### src/rtl/adder_result_display.sv
// Seven-segment display stage for the 4-bit adder: captures {carry,sum} on a load
// strobe and scans the 5-bit result across a 4-digit active-low common-anode display.
module adder_result_display #(
    parameter int REFRESH_DIV = 100000
) (
    input  logic       clk,
    input  logic       rst_n,
    input  logic       load,
    input  logic [3:0] sum,
    input  logic       carry,
    input  logic       hex_mode,
    output logic [4:0] value,
    output logic [6:0] seg,
    output logic [3:0] an,
    output logic       dp
);

    localparam int CNT_W = (REFRESH_DIV > 2) ? $clog2(REFRESH_DIV) : 1;
    localparam logic [CNT_W-1:0] CNT_LAST = CNT_W'(REFRESH_DIV - 1);

    logic [4:0]       r_value;
    logic [CNT_W-1:0] r_cnt;
    logic [1:0]       r_dsel;
    logic [1:0]       w_dsel_nxt;
    logic             w_wrap;
    logic [1:0]       w_tens;
    logic [3:0]       w_ones;
    logic [3:0]       w_an;
    logic [6:0]       w_seg;
    logic             w_dp;
    logic [3:0]       r_an;
    logic [6:0]       r_seg;
    logic             r_dp;

    // Segment pattern {g,f,e,d,c,b,a}, active-low
    function automatic logic [6:0] f_glyph(input logic [3:0] d);
        case (d)
            4'h0:    f_glyph = 7'b1000000;
            4'h1:    f_glyph = 7'b1111001;
            4'h2:    f_glyph = 7'b0100100;
            4'h3:    f_glyph = 7'b0110000;
            4'h4:    f_glyph = 7'b0011001;
            4'h5:    f_glyph = 7'b0010010;
            4'h6:    f_glyph = 7'b0000010;
            4'h7:    f_glyph = 7'b1111000;
            4'h8:    f_glyph = 7'b0000000;
            4'h9:    f_glyph = 7'b0010000;
            4'hA:    f_glyph = 7'b0001000;
            4'hB:    f_glyph = 7'b0000011;
            4'hC:    f_glyph = 7'b1000110;
            4'hD:    f_glyph = 7'b0100001;
            4'hE:    f_glyph = 7'b0000110;
            default: f_glyph = 7'b0001110;
        endcase
    endfunction

    always_ff @(posedge clk or negedge rst_n) begin
        if (!rst_n) begin
            r_value <= '0;
        end else if (load) begin
            r_value <= {carry, sum};
        end
    end

    assign w_wrap = (r_cnt == CNT_LAST);

    always_ff @(posedge clk or negedge rst_n) begin
        if (!rst_n) begin
            r_cnt <= '0;
        end else if (w_wrap) begin
            r_cnt <= '0;
        end else begin
            r_cnt <= r_cnt + 1'b1;
        end
    end

    // Scan state machine: the digit select is the only state
    always_ff @(posedge clk or negedge rst_n) begin
        if (!rst_n) begin
            r_dsel <= 2'd0;
        end else begin
            r_dsel <= w_dsel_nxt;
        end
    end

    always_comb begin
        w_dsel_nxt = r_dsel;
        if (w_wrap) begin
            w_dsel_nxt = r_dsel + 2'd1;
        end
    end

    assign w_tens = 2'(r_value / 5'd10);
    assign w_ones = 4'(r_value % 5'd10);

    always_comb begin
        w_an  = 4'b1111;
        w_seg = 7'b1111111;
        w_dp  = 1'b1;
        case (r_dsel)
            2'd0: begin
                w_an  = 4'b1110;
                w_seg = f_glyph(hex_mode ? r_value[3:0] : w_ones);
            end
            2'd1: begin
                if (hex_mode) begin
                    w_an  = 4'b1101;
                    w_seg = f_glyph({3'b000, r_value[4]});
                    w_dp  = ~r_value[4];
                end else if (w_tens != 2'd0) begin
                    // Tens digit blanked when zero in decimal mode
                    w_an  = 4'b1101;
                    w_seg = f_glyph({2'b00, w_tens});
                end
            end
            default: begin
                w_an  = 4'b1111;
                w_seg = 7'b1111111;
            end
        endcase
    end

    always_ff @(posedge clk or negedge rst_n) begin
        if (!rst_n) begin
            r_an  <= 4'b1111;
            r_seg <= 7'b1111111;
            r_dp  <= 1'b1;
        end else begin
            r_an  <= w_an;
            r_seg <= w_seg;
            r_dp  <= w_dp;
        end
    end

    assign value = r_value;
    assign seg   = r_seg;
    assign an    = r_an;
    assign dp    = r_dp;

endmodule
### config.mk
export PLATFORM = sky130hd
export DESIGN_NAME = adder_result_display
export DESIGN_NICKNAME = d
export VERILOG_FILES = /design/src/rtl/adder_result_display.sv
export SDC_FILE = /design/constraint.sdc
export NUM_CORES = 1
export LEC_CHECK = 0
export ABC_CLOCK_PERIOD_IN_PS = 3450
export CORE_UTILIZATION = 30
export DETAILED_ROUTE_END_ITERATION = 8
export SLEW_MARGIN = 30
export SYNTH_ARGS = -nofsm -noshare
export SYNTH_HDL_FRONTEND = slang
export SYNTH_SLANG_ARGS = --single-unit
### constraint.sdc
create_clock -name clk -period 3.45 [get_ports clk]
set_clock_uncertainty 0.15 [all_clocks]
set_input_delay 0.69 -clock clk [delete_from_list [all_inputs] [get_ports clk]]
set_output_delay 0.69 -clock clk [all_outputs]
set_load 0.01 [all_outputs]
Word-level counts from Yosys, hierarchy flattened:

Memories as Yosys holds them, arrays and structs flattened.
Cells that the tools add are included.
Widths: inputs -> output; s select.

* bits in registers: 36
* bits in read-only memories: 112
* bits of input ports: 9
* word-level logic and storage cells: 32
* memories: 1

Memories
* (name not given): words 16, bits a word 7, rd ports 1, clocked after memory_dff 0, write ports 0, line 37 `case (d)`

* add/subtract/negate cells: 2
* divide/modulo/power cells: 2
* equality and inequality tests: 5
* muxes and demuxes: 12
* bitwise operators: 1
* reductions and logical operators: 3

Operator list (number)
* $pmux 7 s2: 2
* $pmux 7 s4: 1
* $add 17x1->17 const B: 1
* $eq 17x17->1 const B: 1
* $mux 17: 1
* $mux 7: 2
* $div 5x4->5 const B: 1
* $mod 5x4->5 const B: 1
* $eq 2x1->1 const B: 2
* $eq 2x2->1 const B: 2
* $logic_not 2->1: 2
* $mux 2: 2
* $mux 4: 1
* $pmux 2 s2: 1
* $add 2x1->2 const B: 1
* $mux 1: 2
* $reduce_bool 2->1: 1
* $not 1->1: 1

Depth between registers and ports, before layout:

Gate-level depths: netlist (run 1).

* depth after elaboration: 6
* gate-level depth with buffers: 12

Least setup slack after synthesis (run 1):

OpenSTA, ideal clock, no wires.

* path type: reg-to-reg
* start: register r_value[2], in the netlist value[2]
* end: register r_seg[2], in the netlist seg[2]
* library setup time: 0.078 ns
* arrival time: 2.558 ns
* required time: 3.222 ns
* path slack: 0.663 ns
* cell stages (with the launch flop): 12
* buffers on the path: 1
* clock period less this slack: 2.787 ns
* path through: dfrtp_1 -> buf_2 -> nor2b_1 -> a21oi_1 -> ha_1 -> o221ai_1 -> a21oi_1 -> xnor2_2 -> inv_1 -> ha_1 -> a311o_1 -> a31o_1

* word-level cells in the longest chain between the ends: 6
* elaborated cells on any way between the ends: 13

Ends and longest elaborated chain
* from (decl): line 21 `logic [4:0] r_value;`
* from (signal assigned): line 61 `r_value <= {carry, sum};`
* $div 5x4->5: line 93 `assign w_tens = 2'(r_value / 5'd10);`
* $eq 2x2->1, or another cell as far along: line 37
* $pmux 7 s4: line 37
* $mux 7: line 110 `end else if (w_tens != 2'd0) begin`
* $mux 7: line 106 `if (hex_mode) begin`
* $pmux 7 s2 *: line 100 `case (r_dsel)`
* net w_seg[2]: line 29 `logic [6:0] w_seg;`
* to (signal assigned): line 130 `r_seg <= w_seg;`
* to (decl): line 32 `logic [6:0] r_seg;`

Mark *: on every way through the listed nets, which the timed path passes. The rest lies on a longest branch. The select of a mux whose other input is x is not followed.
A chain may end at the register's enable or synchronous reset.

Worst setup path in the final report (run 1):

* start: register r_value[4], in the netlist value[4]
* end: register r_seg[2], in the netlist seg[2]

Same word-level chain as after synthesis.

==> results.yml, run 1 <==
floorplanning:
  die_w_um: 83.1
  fp.dieArea_um2: 6900
  fp.coreArea_um2: 6350
  die_h_um: 83.1
  num_io_pins: 26
  core.rowCount: 29
  start_util_pct: 31.1
clocking:
  clk_path_buf_depth: 2
  hold_buffers: 0
  clkLatencyLatePin_ps: 280
  clk_pin_slew_ps: 70
  tritoncts: "built"
  cts-root-buf: "clkbuf_8"
  cts_buffers: 5
  postCtsResizedCells: 0
  h-tree-depth: 2
  cts.sinks: 34
  post_cts_buffers: 0
cells_and_area:
  fin_cells: 304
  layout-drive-gt1-share_pct: 12.8
  multi_input_area_um2: 996
  area_growth_pct: 19.9
  seqCellArea_um2: 863
  final_core_util_pct: 37.2
  layout.nets: 244
  nFillCells: 624
  num_antenna_cells: 0
synth:
  synthArstFlopShare_pct: 100
  yosysTopAreaCell: "dfrtp_1"
  syn_inst: 204
  ys_seq_elements: 34
  synth-edff-count: 0
  yosysWarnings: 0
  synthTopCellsByArea: "dfrtp_1 (30%), dfstp_2 (13%), ha_1 (5.7%), nor2_1 (4.4%), nand2_1 (4.0%)"
  synth_seq_area_share_pct: 43.8
  synth_area_um2: 1970
  yosysUniqueCellTypes: 50
  yosysTopAreaCellShare_pct: 30.5
  synth_common_cells: "dfrtp_1 (24), nor2_1 (23), nand2_1 (21)"
  ys.flop_type: "dfrtp_1"
  yosysMostFrequentCell: "dfrtp_1"
  avgSynthCellArea_um2: 9.67
worst_setup_path:
  critPathMaxFanout: 10
  worstReg2RegStart: "value[4]"
  path_class: "flop to flop"
  cp.arrival_ps: 3160
  endpoint_kind: "flop"
  worstRegToRegCells: 10
  required_ps: 3510
  rr_endpoint: "seg[2]"
  ff2ff_setup_slack_ps: 360
  start_kind: "flop"
min_path:
  worstHoldStart: "r_cnt[4]"
  min_to: "r_cnt[4]"
  holdCritPathClass: "flop to flop"
  min_path_cells: 1
placed_design:
  dp_hpwl_mm: 2.72
  dp.cells: 296
  numPortBuffers: 23
  place_congestion: 0.814
sta:
  final.period_utilization_pct: 89.7
  slew_violations: 0
  rsz0062_at_grt: "false"
  setup_viol: 0
  finalHoldViolCount: 0
  max_slew_margin_pct: 62.9
  worst_pin_slew_ps: 557
  setup_tns_ps: 0
  min_period_ps: 3090
  max_freq_mhz: 323
grt:
  grt_usage_pct: 11.9
  antenna_found_initial: 0
  grt_pass1_wl_mm: 6.65
  grt-ovfl-total: 0
  grt_max_degree: 35
  grt_pass1_vias: 1433
power_and_ir_drop:
  p_per_area_nw_per_um2: 450
  p_total_mw: 1.06
  peakVddDrop_mv: 0.170
  p_leak_nw: 1.00
detailed_routing:
  drc_errors: 0
  drt_wl_total_mm: 3.71
  detail-route-antenna-nets: 0
  wl_per_cell_um: 12.2
  drt_iter0_markers: 173
  dr_total_vias: 1477
  first_pass_iters: 4
  via_per_inst: 4.86
job:
  drv_cap: 0
run_status:
  status: "finished, final reports clean"
state kept, by name, indices dropped and copies added, names as in the netlist:
register and count:
r_cnt 17, seg 7, value 5, an 2
r_dsel 2, dp 1
report_power, final:
part           switching, mW  leakage [nW]  internal, mW  total (mW)
registers             0.0193         0.416         0.441       0.461
logic                  0.128         0.531         0.123       0.252
clock network          0.136        0.0524         0.216       0.352
critical path, stage by stage (launching register included):
cell,delay (ps)
dfrtp_1,530
nor2b_1,210
a21oi_1,110
ha_1,310
o221ai_1,250
a21oi_1,140
xnor2_2,400
inv_1,150
ha_1,240
a311o_1,320
a31o_1,190
per-stage QoR:
step	area (µm²)	setup slack, ps	hold WS (ps)
3_3_place_gp	2260	451	310
2_1_floorplan	1980	663	244
3_5_place_dp	2260	403	315
5_1_grt	2360	72.1	356
4_1_cts	2360	369	327
6_report	2360	357	329
cell families after synthesis:
| family | share of synthesized area [%] |
|---|---|
| simple gates | 18.7 |
| compound gates | 16.2 |
| flops | 43.8 |
| buf+inv | 5.90 |
| xor+xnor | 7.93 |
| fa+ha+maj | 5.71 |
| mux | 1.65 |
| other cells | 0.190 |
layer usage:
| metal | vias to the layer above | track usage (%) | wire length, µm |
|---|---|---|---|
| met5 | - | 0 | 0 |
| met2 | 37 | 17.7 | 1590 |
| met3 | 7 | 2.19 | 143 |
| li1 | 750 | - | - |
| met4 | 0 | 5.33 | 72 |
| met1 | 683 | 16.9 | 1900 |
cell usage in the layout (no fill, tap or decap), types with 3 or more instances in the layout:
cell / count
xnor2_1: 9
nand4_1: 6
clkbuf_8: 5
o21ai_0: 7
a21oi_1: 8
ha_1: 9
dfstp_2: 10
nor2b_1: 4
nand2_1: 21
buf_4: 3
a31oi_1: 3
inv_1: 12
a211o_1: 3
nand3_1: 7
xor2_1: 7
clkdlybuf4s50_1: 23
dfrtp_1: 24
o221ai_1: 4
nor2_1: 23
worst max path at each step:
stage,start,endpoint,slack (ps),depth (start not counted)
2_1_floorplan,value[2],seg[2],660,11
3_3_place_gp,value[4],seg[2],450,10
3_5_place_dp,value[4],seg[2],400,10
4_1_cts,value[4],seg[2],370,10
5_1_grt,value[4],seg[2],70,10
6_report,value[4],seg[2],360,10
final cells by class:
class | count | share of cell area, %
inverters | 13 | 2.06
well taps | 77 | 4.08
clock inverters | 1 | 1.27
clock buffers | 7 | 3.23
flip-flops and latches | 34 | 36.5
repair buffers | 26 | 10.7
multi-input cells | 146 | 42.1
No activity file was read; power rests on OpenSTA's default activity.
==> run 2, diff against run 1 <==
--- a/config.mk
+++ b/config.mk
@@ -6,6 +6,7 @@
 export NUM_CORES = 1
 export LEC_CHECK = 0
 export ABC_CLOCK_PERIOD_IN_PS = 3450
+export CORE_ASPECT_RATIO = 1.4
 export CORE_UTILIZATION = 30
 export DETAILED_ROUTE_END_ITERATION = 8
 export SLEW_MARGIN = 30
==> results.yml, run 2 (synthesized netlist as in run 1, its figures left out) <==
detailed_routing:
  m1WireLength_mm: 1.65
  wl_met2_mm: 1.97
  drt_wl_total_mm: 3.93
  dr_wl_met3_um: 172
  wl_per_cell_um: 13.2
  drc_errors: 8
  detail-route-antenna-nets: 0
  dr_total_vias: 1538
  routed.top_layer: "met4"
  first_pass_iters: 6
  via_per_inst: 5.14
  drt_iter0_markers: 114
sta:
  finalHoldViolCount: 0
  slew_violations: 0
  setup_viol: 0
  max_freq_mhz: 327
  rsz0062_at_grt: "false"
  hold_ws_ps: 334
  worst_pin_slew_ps: 567
  max_slew_margin_pct: 62.2
  final.period_utilization_pct: 88.6
  setup_tns_ps: 0
  min_period_ps: 3060
floorplanning:
  num_io_pins: 26
  core.rowCount: 34
  fp.dieArea_um2: 6910
  start_util_pct: 31.3
  die_w_um: 70.5
  fp.coreArea_um2: 6300
  die_h_um: 97.9
placed_design:
  numPortBuffers: 23
  dp_hpwl_mm: 2.83
  place_area_um2: 2250
  dp.cells: 291
  place_congestion: 0.846
worst_setup_path:
  crit_buf_inv: 1
  cp.arrival_ps: 3120
  endpoint_kind: "flop"
  critPathMaxFanout: 13
  path_class: "flop to flop"
  required_ps: 3520
  critPathTopFamily: "compound AO/OA/AOI/OAI gates"
  start_kind: "flop"
  cp_slowest_cell: "dfrtp_1"
  slowest_delay_ps: 580
  path_cells: "nor2b_1 > a21oi_1 > ha_1 > o221ai_1 > a21oi_1 > xnor2_2 > inv_1 > ha_1 > a311o_1 > a31o_1"
clocking:
  clk_pin_slew_ps: 70
  post_cts_buffers: 0
  clk_path_buf_depth: 2
  h-tree-depth: 2
  tritoncts: "built"
  cts_buffers: 5
  postCtsResizedCells: 0
  cts-root-buf: "clkbuf_8"
  clkLatencyLatePin_ps: 280
  hold_buffers: 0
  cts.sinks: 34
power_and_ir_drop:
  p_leak_nw: 0.995
  p_per_area_nw_per_um2: 434
  power.internal_mw: 0.725
  swShare_pct: 28.8
  pwr-share-comb_pct: 25.0
  clock_power_share_pct: 29.9
  pwr-share-seq_pct: 45.1
  switchingPower_mw: 0.293
  peakVddDrop_mv: 0.159
cells_and_area:
  num_antenna_cells: 0
  layout_common_cells: "dfrtp_1 (24), nor2_1 (23), clkdlybuf4s50_1 (23)"
  stdcell_area_um2: 2350
  fin_cells: 299
  largest_reg_flops: 17
  layout-drive-gt1-share_pct: 13.7
  regMostFlops: "r_cnt"
  final_common_cell: "dfrtp_1"
  layout.nets: 244
  area_growth_pct: 19.0
grt:
  grt_usage_pct: 12.6
  antenna_found_initial: 0
  grt_pass1_vias: 1483
  grt_max_degree: 35
  grt-ovfl-total: 0
  grt_pass1_wl_mm: 6.76
run_status:
  status: "finished, violations left"
  violations: "design-rule violations"
job:
  drv_cap: 0
min_path:
  holdCritPathClass: "flop to flop"
[run 2: cell count changes in the layout (fill, tap and decap cells not counted)]
cell / before / now
bufinv_16: 1 / 0
clkbuf_1: 2 / 0
clkbuf_8: 5 / 6
clkinv_2: 0 / 1
clkinvlp_4: 0 / 1
[run 2: metrics by stage]
stage               power, mW  utilization (%)  setup WS [ps]
CTS                      1.04             37.3            439
floorplan               0.625                -            663
detailed placement      0.721             35.8            459
global placement        0.719             35.8            504
finish                   1.02             37.3            394
global route             1.09             37.3            140
[run 2: power by group through the flow]
| stage | clock [mW] | combinational (mW) | sequential (mW) |
|---|---|---|---|
| 2_1_floorplan | 0 | 0.150 | 0.475 |
| 3_3_place_gp | 0 | 0.253 | 0.466 |
| 3_5_place_dp | 0 | 0.254 | 0.467 |
| 4_1_cts | 0.321 | 0.255 | 0.459 |
| 5_1_grt | 0.342 | 0.282 | 0.463 |
| 6_report | 0.304 | 0.255 | 0.459 |
[run 2: cell type report]
cell class,instances,area [µm²]
fillers,641,3950
multi-input cells,146,996
flip-flops and latches,34,863
repair buffers,26,253
well taps,72,90.1
clock buffers,6,82.6
inverters,13,48.8
clock inverters,2,12.5
[run 2: metal layers]
layer	global-route usage [%]	vias to the layer above
met5	0	-
met4	7.85	0
met3	3.72	10
met2	21.0	37
met1	14.0	744
li1	-	747
[run 2: final timing paths]
kind	startpoint	to	slack (ps)	cells past startpoint
setup / recovery	value[2]	seg[2]	390	10
hold / removal	r_cnt[4]	r_cnt[4]	330	1
setup reg to reg	value[2]	seg[2]	390	10
hold reg to reg	r_cnt[4]	r_cnt[4]	330	1
max in group asynchronous	rst_n	an[0]	2160	2
min in group asynchronous	rst_n	r_cnt[12]	660	2
==> run 3, diff against run 2 <==
--- a/config.mk
+++ b/config.mk
@@ -7,8 +7,10 @@
 export LEC_CHECK = 0
 export ABC_CLOCK_PERIOD_IN_PS = 3450
 export CORE_ASPECT_RATIO = 1.4
+export CORE_MARGIN = 1.5
 export CORE_UTILIZATION = 30
 export DETAILED_ROUTE_END_ITERATION = 8
+export PLACE_DENSITY = 0.61
 export SLEW_MARGIN = 30
 export SYNTH_ARGS = -nofsm -noshare
 export SYNTH_HDL_FRONTEND = slang
==> results.yml, run 3 (synthesized netlist as in run 1, its figures left out) <==
grt:
  grt_max_degree: 35
  grt_usage_pct: 12.5
  grt_pass1_vias: 1506
  grt-ovfl-total: 0
  grt_pass1_wl_mm: 6.98
  antenna_found_initial: 0
cells_and_area:
  layout-drive-gt1-share_pct: 13.2
  layout.nets: 244
  layout_common_cells: "dfrtp_1 (24), nor2_1 (23), clkdlybuf4s50_1 (23)"
  area_growth_pct: 20.1
  multi_input_area_um2: 996
  final_core_util_pct: 37.6
  final_common_cell: "dfrtp_1"
  fin_cells: 299
  seqCellArea_um2: 863
  stdcell_area_um2: 2370
  regMostFlops: "r_cnt"
  largest_reg_flops: 17
  num_antenna_cells: 0
  nFillCells: 622
power_and_ir_drop:
  clock_power_share_pct: 34.3
  swShare_pct: 26.5
  p_per_area_nw_per_um2: 460
  p_total_mw: 1.09
  switchingPower_mw: 0.289
  pwr-share-comb_pct: 23.5
  power.internal_mw: 0.800
  peakVddDrop_mv: 0.132
  p_leak_nw: 1.01
  pwr-share-seq_pct: 42.1
clocking:
  cts-root-buf: "clkbuf_8"
  hold_buffers: 0
  clk_path_buf_depth: 2
  tritoncts: "built"
  post_cts_buffers: 0
  h-tree-depth: 2
  cts.sinks: 34
  clkLatencyLatePin_ps: 280
  clk_pin_slew_ps: 70
  postCtsResizedCells: 0
  cts_buffers: 5
min_path:
  holdCritPathClass: "flop to flop"
floorplanning:
  num_io_pins: 26
  core.rowCount: 34
  fp.coreArea_um2: 6300
  fp.dieArea_um2: 7080
  die_h_um: 98.9
  start_util_pct: 31.3
  die_w_um: 71.5
placed_design:
  numPortBuffers: 23
  place_area_um2: 2250
  dp.cells: 291
  place_congestion: 0.831
  dp_hpwl_mm: 2.85
  dp_slack_ps: 457
sta:
  slew_violations: 0
  setup_tns_ps: 0
  worst_slack_ps: 427
  worst_pin_slew_ps: 571
  max_slew_margin_pct: 61.9
  max_freq_mhz: 331
  final.period_utilization_pct: 87.6
  min_period_ps: 3020
  hold_ws_ps: 329
  finalHoldViolCount: 0
  rsz0062_at_grt: "false"
  setup_viol: 0
detailed_routing:
  via_per_inst: 5.06
  first_pass_iters: 6
  detail-route-antenna-nets: 0
  wl_per_cell_um: 13.2
  dr_total_vias: 1513
  drt_iter0_markers: 73
  drc_errors: 3
  drt_wl_total_mm: 3.96
worst_setup_path:
  critPathTopFamily: "compound AO/OA/AOI/OAI gates"
  endpoint_kind: "flop"
  slowest_delay_ps: 570
  cp_slowest_cell: "dfrtp_1"
  start_kind: "flop"
  path_class: "flop to flop"
  cp.arrival_ps: 3060
  critPathMaxFanout: 13
  path_cells: "nor2b_1 > a21oi_1 > ha_1 > o221ai_1 > a21oi_1 > xnor2_2 > inv_1 > ha_1 > and2_0 > a31oi_1 > o221ai_1"
  crit_buf_inv: 1
  required_ps: 3490
job:
  drv_cap: 0
run_status:
  status: "finished, violations left"
  violations: "design-rule violations"
==> run 3: final timing paths <==
check                      startpoint  endpoint  slack (ps)  depth (start not counted)
max                          value[2]    seg[0]         430                         11
min                          r_cnt[4]  r_cnt[4]         330                          1
max reg2reg                  value[2]    seg[0]         430                         11
min reg2reg                  r_cnt[4]  r_cnt[4]         330                          1
max in group asynchronous       rst_n    seg[4]        2150                          2
min in group asynchronous       rst_n  r_cnt[6]         670                          2
==> run 3: power groups by stage <==
| stage | sequential [mW] | clock [mW] | combinational (mW) |
|---|---|---|---|
| 2_1_floorplan | 0.475 | 0 | 0.150 |
| 4_1_cts | 0.459 | 0.387 | 0.257 |
| 6_report | 0.459 | 0.374 | 0.256 |
| 3_3_place_gp | 0.466 | 0 | 0.253 |
| 3_5_place_dp | 0.466 | 0 | 0.256 |
| 5_1_grt | 0.462 | 0.407 | 0.282 |
==> run 3: cell type report <==
cell class | count | share of cell area, %
Clock buffer | 7 | 3.65
Clock inverter | 1 | 1.27
Tap cell | 72 | 3.81
Multi-Input combinational cell | 146 | 42.1
Sequential cell | 34 | 36.5
Timing Repair Buffer | 26 | 10.7
Inverter | 13 | 2.06
==> run 3: per-layer routing <==
layer / part of all wire, % / global-route usage, %
met5: 0 / 0
met4: 3.1 / 6.97
met3: 3.9 / 2.97
met2: 52 / 21.5
met1: 41 / 13.8
